[config.mk]
export PLATFORM = sky130hd
export DESIGN_NAME = tile_renderer
export DESIGN_NICKNAME = d
export VERILOG_FILES = /design/src/rtl/tile_renderer.sv
export SDC_FILE = /design/constraint.sdc
export NUM_CORES = 1
export LEC_CHECK = 0
export CORE_UTILIZATION = 64
export CTS_BUF_LIST = sky130_fd_sc_hd__clkbuf_16
export DETAILED_ROUTE_END_ITERATION = 6
export DONT_BUFFER_PORTS = 1
export GPL_TIMING_DRIVEN = 0
export HOLD_SLACK_MARGIN = 0.12
export MAX_ROUTING_LAYER = met4
export PLACE_DENSITY = 0.8
export SLEW_MARGIN = 15
export SYNTH_ARGS = -nofsm -noshare
export SYNTH_HDL_FRONTEND = slang
export SYNTH_SLANG_ARGS = --single-unit
[constraint.sdc]
create_clock -name VGA_CLK -period 3.2 [get_ports VGA_CLK]
set_input_delay 0.32 -clock VGA_CLK [delete_from_list [all_inputs] [get_ports VGA_CLK]]
set_output_delay 0.32 -clock VGA_CLK [all_outputs]
set_load 0.005 [all_outputs]
[src/rtl/tile_renderer.sv]
// VGA read-side renderer: generates pixel timing, fetches tile codes and labyrinth
// pixels from synchronous RAMs, expands 4x4 sprites at 4x scale, 3-stage pipeline.
module tile_renderer #(
    parameter int H_TOTAL      = 800,
    parameter int V_TOTAL      = 525,
    parameter int BLINK_BIT    = 4,
    parameter int H_ACTIVE     = 640,
    parameter int V_ACTIVE     = 480,
    parameter int H_SYNC_START = 656,
    parameter int H_SYNC_END   = 751,
    parameter int V_SYNC_START = 490,
    parameter int V_SYNC_END   = 491
) (
    input  logic        VGA_CLK,
    input  logic        reset,
    input  logic [2:0]  pac_dir,
    output logic [10:0] map_addr,
    input  logic [3:0]  map_data,
    output logic [14:0] wall_addr,
    input  logic [2:0]  wall_data,
    output logic [7:0]  red,
    output logic [7:0]  green,
    output logic [7:0]  blue,
    output logic        hsync,
    output logic        vsync,
    output logic        blank_n,
    output logic        frame_start
);
    localparam logic [15:0] PELLET_BMP = 16'h0040;
    localparam logic [15:0] SUPER_BMP  = 16'h0660;
    localparam logic [15:0] PAC_IDLE   = 16'h6FF6;
    localparam logic [15:0] PAC_RIGHT  = 16'h6776;
    localparam logic [15:0] PAC_LEFT   = 16'h6EE6;
    localparam logic [15:0] PAC_UP     = 16'h6FF9;
    localparam logic [15:0] PAC_DOWN   = 16'h9FF6;
    // Two bits per sprite position, position 0 in the least significant pair.
    localparam logic [31:0] GHOST_BMP  = 32'h4196_5514;
    localparam logic [23:0] WHITE      = 24'hFFFFFF;

    logic [9:0]  h_reg, v_reg;
    logic [4:0]  frame_cnt_reg;
    logic [2:0]  dir_lat_reg;
    logic        active, h_last, v_last, frame_origin;
    logic        s1_active, s1_hs_on, s1_vs_on, s1_fs;
    logic [3:0]  s1_pos;
    logic        s2_active, s2_hs_on, s2_vs_on, s2_fs;
    logic [3:0]  s2_pos;
    logic [15:0] pac_bmp;
    logic [1:0]  ghost_code;
    logic [23:0] pixel;

    assign h_last       = (h_reg == 10'(H_TOTAL - 1));
    assign v_last       = (v_reg == 10'(V_TOTAL - 1));
    assign active       = (h_reg < 10'(H_ACTIVE)) && (v_reg < 10'(V_ACTIVE));
    assign frame_origin = (h_reg == 10'd0) && (v_reg == 10'd0);

    always_ff @(posedge VGA_CLK) begin
        if (!reset) begin
            h_reg         <= '0;
            v_reg         <= '0;
            frame_cnt_reg <= '0;
            dir_lat_reg   <= '0;
        end else begin
            // Direction is sampled once per frame so a sprite never tears mid-frame.
            if (frame_origin) begin
                dir_lat_reg   <= pac_dir;
                frame_cnt_reg <= frame_cnt_reg + 5'd1;
            end
            if (h_last) begin
                h_reg <= '0;
                v_reg <= v_last ? 10'd0 : v_reg + 10'd1;
            end else begin
                h_reg <= h_reg + 10'd1;
            end
        end
    end

    // Sync flags travel active-high so cleared pipeline stages read as "not in sync".
    always_ff @(posedge VGA_CLK) begin
        if (!reset) begin
            map_addr  <= '0;
            wall_addr <= '0;
            s1_active <= 1'b0;
            s1_hs_on  <= 1'b0;
            s1_vs_on  <= 1'b0;
            s1_fs     <= 1'b0;
            s1_pos    <= '0;
        end else begin
            if (active) begin
                map_addr  <= 11'(v_reg[9:4]) * 11'd40 + 11'(h_reg[9:4]);
                wall_addr <= 15'(v_reg[9:2]) * 15'd160 + 15'(h_reg[9:2]);
            end
            s1_active <= active;
            s1_hs_on  <= (h_reg >= 10'(H_SYNC_START)) && (h_reg <= 10'(H_SYNC_END));
            s1_vs_on  <= (v_reg >= 10'(V_SYNC_START)) && (v_reg <= 10'(V_SYNC_END));
            s1_fs     <= frame_origin;
            s1_pos    <= {v_reg[3:2], h_reg[3:2]};
        end
    end

    always_ff @(posedge VGA_CLK) begin
        if (!reset) begin
            s2_active <= 1'b0;
            s2_hs_on  <= 1'b0;
            s2_vs_on  <= 1'b0;
            s2_fs     <= 1'b0;
            s2_pos    <= '0;
        end else begin
            s2_active <= s1_active;
            s2_hs_on  <= s1_hs_on;
            s2_vs_on  <= s1_vs_on;
            s2_fs     <= s1_fs;
            s2_pos    <= s1_pos;
        end
    end

    always_comb begin
        pac_bmp = PAC_IDLE;
        case (dir_lat_reg)
            3'd1:    pac_bmp = PAC_RIGHT;
            3'd2:    pac_bmp = PAC_LEFT;
            3'd3:    pac_bmp = PAC_DOWN;
            3'd4:    pac_bmp = PAC_UP;
            default: pac_bmp = PAC_IDLE;
        endcase
        ghost_code = GHOST_BMP[{s2_pos, 1'b0} +: 2];
        pixel = 24'h0;
        case (map_data)
            4'd2: if (PELLET_BMP[s2_pos]) pixel = WHITE;
            4'd3: if (SUPER_BMP[s2_pos] && !frame_cnt_reg[BLINK_BIT]) pixel = WHITE;
            4'd4: if (pac_bmp[s2_pos]) pixel = 24'hFFFF00;
            4'd5, 4'd6, 4'd7, 4'd8: begin
                if (ghost_code == 2'd2) begin
                    pixel = WHITE;
                end else if (ghost_code == 2'd1) begin
                    case (map_data)
                        4'd5:    pixel = 24'hFF8000;
                        4'd6:    pixel = 24'h00FFFF;
                        4'd7:    pixel = 24'hFF0000;
                        default: pixel = 24'hFFBEC8;
                    endcase
                end
            end
            default: if (wall_data == 3'b001) pixel = 24'h0000FA;
        endcase
    end

    always_ff @(posedge VGA_CLK) begin
        if (!reset) begin
            red         <= '0;
            green       <= '0;
            blue        <= '0;
            hsync       <= 1'b1;
            vsync       <= 1'b1;
            blank_n     <= 1'b0;
            frame_start <= 1'b0;
        end else begin
            red         <= s2_active ? pixel[23:16] : 8'd0;
            green       <= s2_active ? pixel[15:8]  : 8'd0;
            blue        <= s2_active ? pixel[7:0]   : 8'd0;
            hsync       <= ~s2_hs_on;
            vsync       <= ~s2_vs_on;
            blank_n     <= s2_active;
            frame_start <= s2_fs;
        end
    end
endmodule
-- Yosys cells after proc, flatten, opt, wreduce, memory -nomap -nowiden
Memory sizes are Yosys's and may differ from the RTL's. A register that Yosys moved wholly into a read port is not among the register bits.
Cells that the tools add are included.
- register bits after elaboration: 98
- memory bits (read-only): 32
- input port bits: 12
- output and inout bits: 54
- memories kept: 2
- memories (name ; words ; bits a word ; read ports ; clocked after memory_dff ; write ports ; line ; text):
    (name not given) ; 16 ; 1 ; 1 ; 1 ; 0 ; 130 ; 4'd3: if (SUPER_BMP[s2_pos] && !frame_cnt_reg[BLINK_BIT]) pixel = WHITE;
    (name not given) ; 16 ; 1 ; 1 ; 1 ; 0 ; 129 ; 4'd2: if (PELLET_BMP[s2_pos]) pixel = WHITE;
- add/subtract/negate cells: 5
- multipliers: 2
- order comparisons: 7
- eq/ne operators: 16
- shift operators: 1
- multiplexer cells: 16
- bitwise logic cells: 3
- reductions and logical operators: 11
- operators by type and width (operator ; count):
    2-to-1 mux 24 bit ; 5
    one-hot mux 24 bit (4 select lines) ; 1
    one-hot mux 24 bit (3 select lines) ; 1
    one-hot mux 16 bit (4 select lines) ; 1
    variable part select 32 x 6 -> 2 bit, first input constant ; 1
    adder 10 x 1 -> 10 bit, second input constant ; 2
    == test 10 bit, second input constant ; 2
    logical NOT 10 bit ; 2
    == test 4 x 3 -> 1 bit, second input constant ; 4
    adder 15 x 8 -> 15 bit ; 1
    adder 11 x 6 -> 11 bit ; 1
    >= comparator 10 bit, second input constant ; 1
    >= comparator 10 x 9 -> 1 bit, second input constant ; 1
    <= comparator 10 bit, second input constant ; 1
    <= comparator 10 x 9 -> 1 bit, second input constant ; 1
    < comparator 10 bit, second input constant ; 1
    < comparator 10 x 9 -> 1 bit, second input constant ; 1
    multiplier 8 x 3 -> 10 bit, second input constant ; 1
    2-to-1 mux 10 bit ; 1
    == test 4 x 2 -> 1 bit, second input constant ; 2
    multiplier 6 x 3 -> 8 bit, second input constant ; 1
    2-to-1 mux 4 bit ; 2
    2-to-1 mux 8 bit ; 1
    == test 3 x 1 -> 1 bit, second input constant ; 2
    15 further kinds ; 24

-- Longest topological paths before layout
Gate-level depths: netlist of the first run.
- word-level depth: 6
- mapped depth: 9

-- Worst setup path before layout of the first run
No wires, ideal clock.
- kind: flip-flop to flip-flop
- start: register v_reg[5]
- end: register map_addr[9]
- library setup time: 0.086 ns
- arrival time: 2.266 ns
- required time: 3.114 ns
- slack: 0.849 ns
- cell stages (with the launch flop): 10
- path buffers: 0
- period minus slack after synthesis: 2.351 ns
- cell sequence: dfxtp_1 -> ha_1 -> ha_1 -> inv_1 -> fa_1 -> nand2b_1 -> and2_2 -> or3b_1 -> xor2_1 -> a211oi_1
- longest elaborated chain between the ends: 2
- elaborated cells between the ends (all ways): 4
- those cells by class: 1 x add/sub; 1 x mul; 1 x order compare; 1 x reduce/logical
- ends and longest elaborated chain (item ; line ; text):
    start, declared ; 40 ; logic [9:0] h_reg, v_reg;
    start signal, assigned ; 71 ; v_reg <= v_last ? 10'd0 : v_reg + 10'd1;
    multiplier 6 x 3 -> 8 bit or < comparator 10 x 9 -> 1 bit (tied branches) ; 90, 54 ;
    adder 11 x 6 -> 11 bit or logical AND 1 bit (tied branches) ; 90, 54 ;
    end signal, assigned ; 90 ; map_addr <= 11'(v_reg[9:4]) * 11'd40 + 11'(h_reg[9:4]);
    end, declared ; 17 ; output logic [10:0] map_addr,
Several ways; a longest one is shown, not always the timed one.
A chain may end at the register's enable or synchronous reset.

-- Worst setup path in the final report of the first run
Same ends and word-level chain as after synthesis.

==> results of run 1 <==
-- final timing paths --
path              start             end  cells past startpoint
min          pac_dir[0]  dir_lat_reg[0]                      2
max            v_reg[5]     map_addr[9]                      9
min reg2reg    s2_hs_on           hsync                      1
max reg2reg    v_reg[5]     map_addr[9]                      9
-- layer usage --
| layer | wire length (um) | vias to the layer above |
|---|---|---|
| li1 | - | 1662 |
| met1 | 3974 | 1627 |
| met2 | 4637 | 113 |
| met3 | 550 | 26 |
| met4 | 250 | 0 |
| met5 | 0 | - |
-- area by class of cell --
| class | count | area (um^2) |
|---|---|---|
| plain buffers | 37 | 224.0 |
| clock buffers | 9 | 225.2 |
| clock inverters | 7 | 85.08 |
| fillers | 498 | 1694 |
| inverters | 24 | 90.09 |
| multi-input cells | 342 | 2360 |
| flip-flops and latches | 80 | 1602 |
| well taps | 77 | 96.34 |
| repair buffers | 1 | 10.01 |
-- repair_timing --
action                    4_1_cts  5_1_grt
hold buffers                    1        0
gates resized for setup         0        0
hold endpoints to repair        1        0
-- cells in the final DEF (no fill, tap or decap), types with 3 or more instances in the layout --
master      n
dfxtp_1    80
nand2_1    53
nor2_1     43
a21oi_1    32
inv_1      24
xnor2_1    24
ha_1       23
buf_4      20
and2_1     14
xor2_1     11
o21ai_0    11
nand3_1    10
a211oi_1    9
clkbuf_16   9
nor3_1      8
and3_1      8
buf_2       8
clkbuf_1    7
nand4_1     6
nor2b_1     6
nand2b_1    6
a31oi_1     5
or3_1       4
nand4b_1    4
fa_1        4
and2b_1     3
o2111ai_1   3
and3b_1     3
nor4_2      3
a21o_1      3
nor4_1      3
-- power groups by stage --
stage               registers, mW  logic [mW]  clock network [mW]
finish                       1.03      0.0962                1.07
global route                 1.03       0.104                1.12
CTS                          1.03      0.0950                1.08
detailed placement           1.05      0.0929                   0
global placement             1.05      0.0883                   0
floorplan                    1.05      0.0727                   0
-- cells by family (layout without fill, tap and decap cells) --
logic type	after synthesis	after routing
xor+xnor	37	37
simple gates	195	195
flops	80	80
compound gates	81	81
buf+inv	61	78
fa+ha+maj	27	27
mux	2	2
-- metrics by stage --
step / area (um^2) / hold WS, ns / utilization, %
2_1_floorplan: 4275 / 0.3517 / -
3_3_place_gp: 4372 / 0.3545 / 68.46
3_5_place_dp: 4372 / 0.3555 / 68.46
4_1_cts: 4692 / 0.1211 / 73.47
5_1_grt: 4692 / 0.1285 / 73.47
6_report: 4692 / 0.1198 / 73.47
-- worst register-to-register path, cell delays in order, from the launching register on --
cell	delay, ns
dfxtp_1	0.43
ha_1	0.35
ha_1	0.27
inv_1	0.08
fa_1	0.37
nand2b_1	0.10
and2_2	0.19
or3b_1	0.38
xor2_1	0.15
a211oi_1	0.23
==> results list, run 1 <==
- Summing the areas of all xor and xnor instances in the mapped netlist gives 7.931% of the synthesized area.
* DRC violations left: 0
- Clock power share: about half
- Crit path DAT: 2.88 ns
* Fraction of power spent switching nets: a little under a quarter
- Area contributors post-synth: dfxtp_1, ha_1, xnor2_1, nand2_1, nor2_1
* Clock slew at reported path FFs: around 0.070 ns
- After synthesis the cells add up to ~4300 um^2.
- For this block, the initial DRC count from the detailed router was 170.
- Synth-to-layout area growth: 9.745%
* Fraction of final layout cells sized beyond drive strength 1: 13.60%
- Number of vias after detailed routing: 3,428
- Summing the areas of all compound-gate instances in the mapped netlist gives 12.67% of the synthesized area.
- The synthesized design contains 0 enable-type register cells.
- Type of the most critical hold path: primary input to flop
* Post-Place Cells: 560
- For met1 alone, demand over resource in global routing was 32.98%.
* Syn avg cell area: ~8.9 um^2
- Number of top-level pins: 66
* Global-route layer with the greatest usage: met2
- Overall routing resource usage: 28.68%
- The design draws 2.198 mW.
- The worst setup path is of the flop to flop kind.
- Pin count of the biggest net entering global routing: 17
* Registers with the most flip-flops: wall_addr: 12 flops, map_addr: 11 flops
* Power per Cell Area: 468.6 nW/um^2
- Clock insertion delay at the later pin of the skew report: 0.34 ns
* Synthesized net count: about 520
- Counting both buffers and inverters, the worst setup path holds a total of 1.
- Using the TritonRoute via totals, the vias-per-cell ratio works out to between 5 and 6.
- Internal Power: 1.673 mW
- Proportion of netlist area held by the largest area contributor: 37.46%
- The congestion estimate from routability-driven global placement came to 0.8407.
- Number of buffers on the longest clock path: 2
- The tool flagged a number of max-cap violations equal to 0.
- Met2 usage in global routing: 48.26%
* Dominant combinational cell family by area after synthesis: simple AND/OR/NAND/NOR gates
- The cell family contributing the most delay on the critical path is adder cells.
- Clock tree from TritonCTS: yes
- Startpoint kind of the worst setup timing path: flop
* Max FFs per register: 12
- Count of state elements after synthesis: 80
- Total Die Area: 7011 um^2
* Worst rel slew slack: roughly three fifths
- Of the post-synthesis cell area, the part taken by muxes is 0.4682%.
- The worst path uses about 82% of the clock period.
- The hold violation count in the final report came to 0.
- Delay of the slowest cell on the worst path: between 0.4 and 0.5 ns
* Most common cell on crit path: ha_1
* Number of buffers inserted during clock tree synthesis: 9
- Part of the Yosys area used for sequential elements: about 37%
* CTS H-tree lvls: 3
- Post-Route WL: approximately 9400 um
* Cell type contributing the most total cell area after synthesis: dfxtp_1
- The Yosys step of the flow raised 0 warnings.
* Antenna violation net count after detailed routing: 0
- 0 antenna diodes ended up in the layout.
- Synthesis handed over a netlist of 483 instances.
* Die extent in x: 83.73 um
- First-pass GRT wire length: 15,480 um
* Vert. Die Dim: approximately 84 um
- Final Setup Violations: 0
* Data required time at the worst endpoint: about 3.5 ns
* Sinks on the clock net: 80
- Leakage: 1.867 nW
- The number of global-route vias before repair is about 3,400.
- Most common cell in the netlist: dfxtp_1
* Adder-cell share of the synthesized area: 8.604%
- Final worst slack: around 0.57 ns
- After global routing the overflow that remains totals 0.
* Largest Register: wall_addr
- During placement, the flow inserted port buffers numbering 0.
- DP Wirelength: 6747 um
- The core region is 6386 um^2.
* Max Clock Skew: 0.01212 ns
- Worst-case register-to-register setup slack: 0.57 ns
- Site Rows: 29
* Outcome: complete, no violations
- The commonest cells after synthesis are dfxtp_1, nand2_1, nor2_1.
- Number of antenna violations at the first check in global routing: 0
* Clock period minus worst slack: ~2.6 ns
- Unrepaired setup endpoints after global routing: false
- Initial standard-cell utilization of the core: 66.95%
- The final layout contains roughly 530 nets.
- Cell Chain, Critical Path: ha_1 > ha_1 > inv_1 > fa_1 > nand2b_1 > and2_2 > or3b_1 > xor2_1 > a211oi_1
- Summed over all failing endpoints, the final setup total negative slack is 0 ns.
- Largest fanout on the critical path: 10
* Reg power frac: a little under half
* Proportion of power drawn by combinational gates: between 4 and 5%
- Number of standard cells in the final layout excluding fillers: 577
* Area share of and/or/nand/nor cells after synthesis: between 20% and 30%
- Crit end category: flop
- Before antenna repair, the detailed router went through 4 iterations.
* Fraction of registers with async set/reset: 0%
- Root buffer selected by CTS: clkbuf_16
* Leading register cell type out of synthesis: dfxtp_1
- Number of different library cells in the post-synthesis netlist: between 60 and 70
* Routed wire per std cell: roughly 16 um
- The slowest stage of the critical path is the dfxtp_1 cell.
- For met3 alone, demand over resource in global routing was 6.330%.
* Actual slew at the worst max-slew pin: between 0.6 and 0.7 ns
- Post-CTS timing repair inserted 0 buffers for setup.
- The analysis attributes to net switching a power of 525.5 uW.
- Peak supply drop: 0.5083 mV
- For this run, the top clock speed supported by timing is 380.7 MHz.
- The count of final max-slew check failures came to 0.
- OpenSTA, run right after detailed placement, puts the worst setup slack at 0.6008 ns.
Power figures use the tool's default switching activity.
==> run 2, diff against run 1 <==
- clock period: 3.2 -> 2.7 ns (I/O delays scaled with it)
==> results list, run 2 (same netlist as run 1, synthesis figures left out) <==
- Clock period minus worst slack: 2.541 ns (-0.08591 ns)
- Compared with the post-synthesis result, the final layout area differs by 10.56%.
- The largest driver fanout on the critical path is 6 (-4).
- TritonCTS built the clock tree.
* Total Die Area: 7011 um^2 (unchanged)
- Number of top-level pins: 66 (unchanged)
- The total via count in the routed design is 3,470 (+1.2%).
* Leading cell types in the layout, fill and taps excluded: dfxtp_1, nand2_1, nor2_1
- Total negative setup slack: 0 ns (unchanged)
- Length of the first detailed-routing pass in iterations: 4 (unchanged)
- The average detailed-routed wire length per instance was 16.43 um (+0.70%).
- Net switching power of the design: 625.9 uW (+19%)
* Power per Cell Area: 552.5 nW/um^2 (+18%)
- Number of failing hold endpoints at the final stage: 0 (unchanged)
- The final antenna diode count came to 0 (unchanged).
* DP Wirelength: 6747 um (unchanged)
- The clock group share of total power came to 48.8% (about the same).
- Most common cell on crit path: ha_1
- The quantity of I/O buffers inserted on ports was 0 (unchanged).
- Number of antenna violations at the first check in global routing: 0 (unchanged)
- The placement-stage worst setup slack is 0.1008 ns (-0.5000 ns).
* Placeable core area: 6386 um^2 (unchanged)
- The number of buffers and inverters on the critical path came to 1 (unchanged).
* Number of buffers inserted during clock tree synthesis: 9 (unchanged)
- The post-CTS setup-driven buffer insertion count is 0 (unchanged).
- The routability congestion estimate from global placement is 0.8407 (unchanged).
- Grt ovf: 0 (unchanged)
* Data required time at the worst endpoint: 2.95 ns (-0.50 ns)
* Peak supply drop: 0.6072 mV (+19%)
- Sinks on the clock net: 80 (unchanged)
- The clock latency on the worst-skew pair is 0.34 ns (about the same).
- Outcome: complete, no violations
* Overall routing resource usage: 28.96% (+0.28 points)
* Fraction of power spent switching nets: 23.97% (+0.064 points)
* Largest Register: wall_addr
- Max Clk Rate: 393.6 MHz (+3.4%)
- Placement Cell Area: 4372 um^2 (unchanged)
* Worst rel slew slack: 59.54% (about the same)
* First-pass GRT wire length: 15,650 um (+1.1%)
* Starting DRC count in detailed routing: 171 (+0.59%)
* Registers with the most flip-flops: wall_addr: 12 flops, map_addr: 11 flops
* Final Setup Violations: 0 (unchanged)
- The clock-pin transition on the worst setup and hold timing paths was 0.07 ns (about the same).
* Root buffer selected by CTS: clkbuf_16
* Crit end category: flop
- The final critical-path setup slack was 0.1591 ns (-0.4141 ns).
- DRC violations left: 0 (unchanged)
* Slowest stage cell, crit path: dfxtp_1
- The number of global-route vias before repair was 3,387 (+1.1%).
* Leakage: 1.881 nW (+0.78%)
- Crit path DAT: 2.79 ns (-0.09 ns)
- The maximum number of buffers from clock root to sink came to 2 (unchanged).
- The internal power of the cells was 1.986 mW (+19%).
- Worst-case register-to-register setup slack: 0.16 ns (-0.41 ns)
- The worst-margin pin slew was 0.6070 ns (-0.00006884 ns).
* Leading cell type in the layout, fill and taps excluded: dfxtp_1
- The sequential share of power was 46.7% (about the same).
- The total detailed-routing wirelength is 9527 um (+1.2%).
* Tcrit/Tclk final: 94.11% (+12 points)
* Proportion of power drawn by combinational gates: 4.5% (about the same)
- The setup path with the least slack is of type flop to flop.
- Reported max-cap violation count: 0 (unchanged)
- The number of nets still failing antenna checks after routing came to 0 (unchanged).
- Unrepaired setup endpoints after global routing: false
- Post-route standard cell area excluding fillers: 4727 um^2 (+0.75%)
- Family with the most delay on the worst path: adder cells
- The initial core utilization was 66.95% (unchanged).
- The pin count of the biggest net entering global routing is 17 (unchanged).
- Type of the most critical hold path: primary input to flop
- Startpoint kind of the worst setup timing path: flop
- The count of nets after finishing is 537 (+0.56%).
- Site Rows: 29 (unchanged)
* Max FFs per register: 12 (unchanged)
* Per-cell via count in the routed design: 5.983 (+0.70%)
* Cell Chain, Critical Path: ha_1 > ha_1 > inv_1 > fa_1 > nand2b_1 > and2_2 > or3b_1 > xor2_1 > a211oi_1
- Number of pins with negative max-slew slack in the final report: 0 (unchanged)
* CTS H-tree lvls: 3 (unchanged)
* Vert. Die Dim: 83.73 um (unchanged)
* Die extent in x: 83.73 um (unchanged)
- Fraction of final layout cells sized beyond drive strength 1: 14.31% (+0.71 points)
- Max Clock Skew: 0.009443 ns (-0.002679 ns)
- The delay of the slowest cell on the worst path is 0.38 ns (-0.05 ns).
run 2: final timing paths:
check,start,end,cells past startpoint
worst max-delay path,v_reg[7],map_addr[9],9
worst min-delay path,wall_data[1],blue[6],2
worst max register to register,v_reg[7],map_addr[9],9
worst min register to register,s2_hs_on,hsync,1
run 2: repair_timing:
| action | 4_1_cts | 5_1_grt |
|---|---|---|
| hold buffers | 4 | 0 |
| resized for setup | 0 | 4 |
| hold endpoints to repair | 7 | 0 |
| endpoints found under the setup margin | 0 | 5 |
run 2: metrics by stage:
stage               total power, mW  hold WS [ns]  std cells  util, %
finish                        2.612        0.1462        580    74.02
global placement              1.349        0.3545        560    68.46
CTS                           2.615        0.1443        580    73.94
floorplan                     1.327        0.3517        483        -
global route                  2.681        0.1637        580    74.02
detailed placement            1.356        0.3555        560    68.46
run 2: final cells by class:
type | instances | area [um^2]
multi-input combinational | 342 | 2360
fill | 495 | 1659
sequential | 80 | 1607
clock buffer | 9 | 225.2
buffer | 37 | 224.0
tap | 77 | 96.34
inverter | 24 | 90.09
clock inverter | 7 | 85.08
timing repair buffer | 4 | 40.04
run 2: power groups by stage:
stage	registers [mW]	clock network (mW)	logic (mW)
floorplan	1.24	0	0.0861
global placement	1.24	0	0.105
detailed placement	1.25	0	0.110
CTS	1.22	1.28	0.117
global route	1.22	1.33	0.129
finish	1.22	1.27	0.118
run 2: layer usage:
layer | track usage (%) | share of wire (%)
met1 | 33.35 | 40
met2 | 48.56 | 49
met3 | 6.528 | 8.0
met4 | 12.33 | 2.7
met5 | - | 0
==> run 3, diff against run 2 <==
- clock period: 2.7 -> 2.8 ns (I/O delays scaled with it)
==> results list, run 3 (same netlist as run 1, synthesis figures left out) <==
* Outcome: complete, no violations
- Number of antenna violations at the first check in global routing: 0 (unchanged)
- Number of buffers inserted by port buffering: 0 (unchanged)
- Worst rel slew slack: 59.64% (+0.099 points)
* Starting DRC count in detailed routing: 170 (-0.58%)
- The floorplan die area is 7011 um^2 (unchanged).
* Slowest stage cell, crit path: dfxtp_1
* Global-route layer with the greatest usage: met2
- The global-route usage over all layers was 28.96% (unchanged).
- Antenna violation net count after detailed routing: 0 (unchanged)
- Peak supply drop: 0.5846 mV (-3.7%)
* Vert. Die Dim: 83.73 um (unchanged)
- Per-cell via count in the routed design: 5.997 (+0.23%)
- Fraction of final layout cells sized beyond drive strength 1: 13.52% (-0.80 points)
* Initial standard-cell utilization of the core: 66.95% (unchanged)
* Cell Chain, Critical Path: ha_1 > ha_1 > inv_1 > fa_1 > nand2b_1 > and2_2 > or3b_1 > xor2_1 > a211oi_1
- Crit path DAT: 2.88 ns (+0.09 ns)
- Met3 demand-to-capacity share in global routing: 6.528% (unchanged)
- STA classifies the critical path startpoint as a flop.
* DP Wirelength: 6747 um (unchanged)
- The final instance area came to 4722 um^2 (-0.11%).
- The I/O pin total was 66 (unchanged).
- The die span in x is 83.73 um (unchanged).
- Routed wire per std cell: 16.39 um (-0.24%)
- Met1 layer usage reported by global route: 33.35% (unchanged)
- The max-cap violation count was 0 (unchanged).
* Number of standard cells in the final layout excluding fillers: 580 (unchanged)
* Max Clock Skew: 0.01065 ns (+0.001207 ns)
- The final antenna diode count is 0 (unchanged).
* Data required time at the worst endpoint: 3.05 ns (+0.10 ns)
- Post-Route WL: 9504 um (-0.24%)
* Total of fill cells in the finished design: 494 (-0.20%)
* Site Rows: 29 (unchanged)
- Number of buffers inserted during clock tree synthesis: 9 (unchanged)
* Post-Place Setup Slack: 0.2008 ns (+0.1000 ns)
- The achievable clock frequency is 380.8 MHz (-3.2%).
* Final worst slack: 0.1740 ns (+0.01487 ns)
- The number of search-and-repair iterations in the first detailed-routing pass is 4 (unchanged).
- Placeable core area: 6386 um^2 (unchanged)
- The leakage component of the power was 1.879 nW (-0.11%).
- STA classifies the critical path endpoint as a flop.
* First-pass GRT wire length: 15,650 um (unchanged)
* Clock tree from TritonCTS: yes
* Number of pins with negative max-slew slack in the final report: 0 (unchanged)
- The largest driver fanout on the critical path is 10 (+4).
* Registers with the most flip-flops: wall_addr: 12 flops, map_addr: 11 flops
- Final Setup Violations: 0 (unchanged)
- The pin count of the biggest net entering global routing is 17 (unchanged).
* Clock slew at reported path FFs: 0.06 ns (about the same)
- The critical path is of the flop to flop type.
* Final Util: 73.94% (-0.078 points)
* Grt ovf: 0 (unchanged)
- Setup repair after global routing left no endpoint under its margin.
* Met2 usage in global routing: 48.56% (unchanged)
* Synth-to-layout area growth: 10.45%
- The total power density per cell area was 532.8 nW/um^2 (-3.6%).
- The minimum clock period was 2.626 ns (+0.08513 ns).
- The number of sinks driven by the clock tree was 80 (unchanged).
* Delay of the slowest cell on the worst path: 0.43 ns (+0.05 ns)
- DRC violations left: 0 (unchanged)
- The number of global-route vias before repair came to 3,387 (unchanged).
- The hold violation count in the final report came to 0 (unchanged).
- Placement Cell Area: 4372 um^2 (unchanged)
* Most common cell on crit path: ha_1
* Routability-driven placement congestion ratio: 0.8407 (unchanged)
- Tcrit/Tclk final: 93.79% (-0.32 points)
- The maximum number of buffers from clock root to sink is 2 (unchanged).
* Type of the most critical hold path: primary input to flop
- The library cell used most frequently in the layout, excluding fill and tap cells, is dfxtp_1.
- The sum of negative setup slack was 0 ns (unchanged).
* Leading cell types in the layout, fill and taps excluded: dfxtp_1, nand2_1, nor2_1
- Root buffer selected by CTS: clkbuf_16
* Post-Place Cells: 560 (unchanged)
- The worst-margin pin slew came to 0.6055 ns (-0.001490 ns).
- The count of nets after finishing was 537 (unchanged).
- Largest Register: wall_addr
* Max FFs per register: 12 (unchanged)
- The clock latency on the worst-skew pair is 0.34 ns (about the same).
* Number of vias after detailed routing: 3,478 (+0.23%)
- CTS H-tree lvls: 3 (unchanged)
run 3: cell count changes in the layout (fill, tap and decap cells not counted):
cell     delta
dfxtp_1     +4
dfxtp_2     -4
run 3: critical path: cells and delay by family, from the launching register on:
kind / cells / cell delay (ns)
buf+inv: 1 / 0.08
simple gates: 3 / 0.67
fa+ha+maj: 3 / 0.98
xor+xnor: 1 / 0.15
compound gates: 1 / 0.23
flops: 1 / 0.43
run 3: through the flow:
| stage | hold WS (ns) | power, mW |
|---|---|---|
| CTS | 0.1543 | 2.522 |
| floorplan | 0.3517 | 1.279 |
| global placement | 0.3545 | 1.301 |
| global route | 0.1737 | 2.583 |
| detailed placement | 0.3555 | 1.307 |
| finish | 0.1591 | 2.516 |
run 3: cell type report:
| cell class | instances | area [um^2] | area share (%) |
|---|---|---|---|
| Timing Repair Buffer | 4 | 40.04 | 0.8479 |
| Buffer | 37 | 224.0 | 4.743 |
| Clock inverter | 7 | 85.08 | 1.802 |
| Clock buffer | 9 | 225.2 | 4.769 |
| Inverter | 24 | 90.09 | 1.908 |
| Tap cell | 77 | 96.34 | 2.040 |
| Sequential cell | 80 | 1602 | 33.92 |
| Multi-Input combinational cell | 342 | 2360 | 49.97 |
run 3: final timing paths:
kind | cells after the start | from | to | slack, ns
setup / recovery | 9 | v_reg[5] | map_addr[9] | 0.17
hold / removal | 2 | wall_data[1] | blue[6] | 0.16
setup reg to reg | 9 | v_reg[5] | map_addr[9] | 0.17
hold reg to reg | 1 | s2_hs_on | hsync | 0.37
run 3: power by group:
part           total [mW]  switching (mW)  internal (mW)
Combinational       0.114          0.0671         0.0471
Sequential           1.18          0.0178           1.16
Clock                1.23           0.516          0.710
Total                2.52           0.601           1.91
run 3: timing repair:
item | CTS | global route
resized for setup | 0 | 0
endpoints found under the hold margin | 6 | 0
setup buffers | 0 | 0
hold buffers | 4 | 0
run 3: routing by layer:
layer  vias up  part of all wire (%)
li1       1673                     -
met1      1637                    40
met2       142                    49
met3        26                   7.7
met4         0                   2.7
met5         -                     0
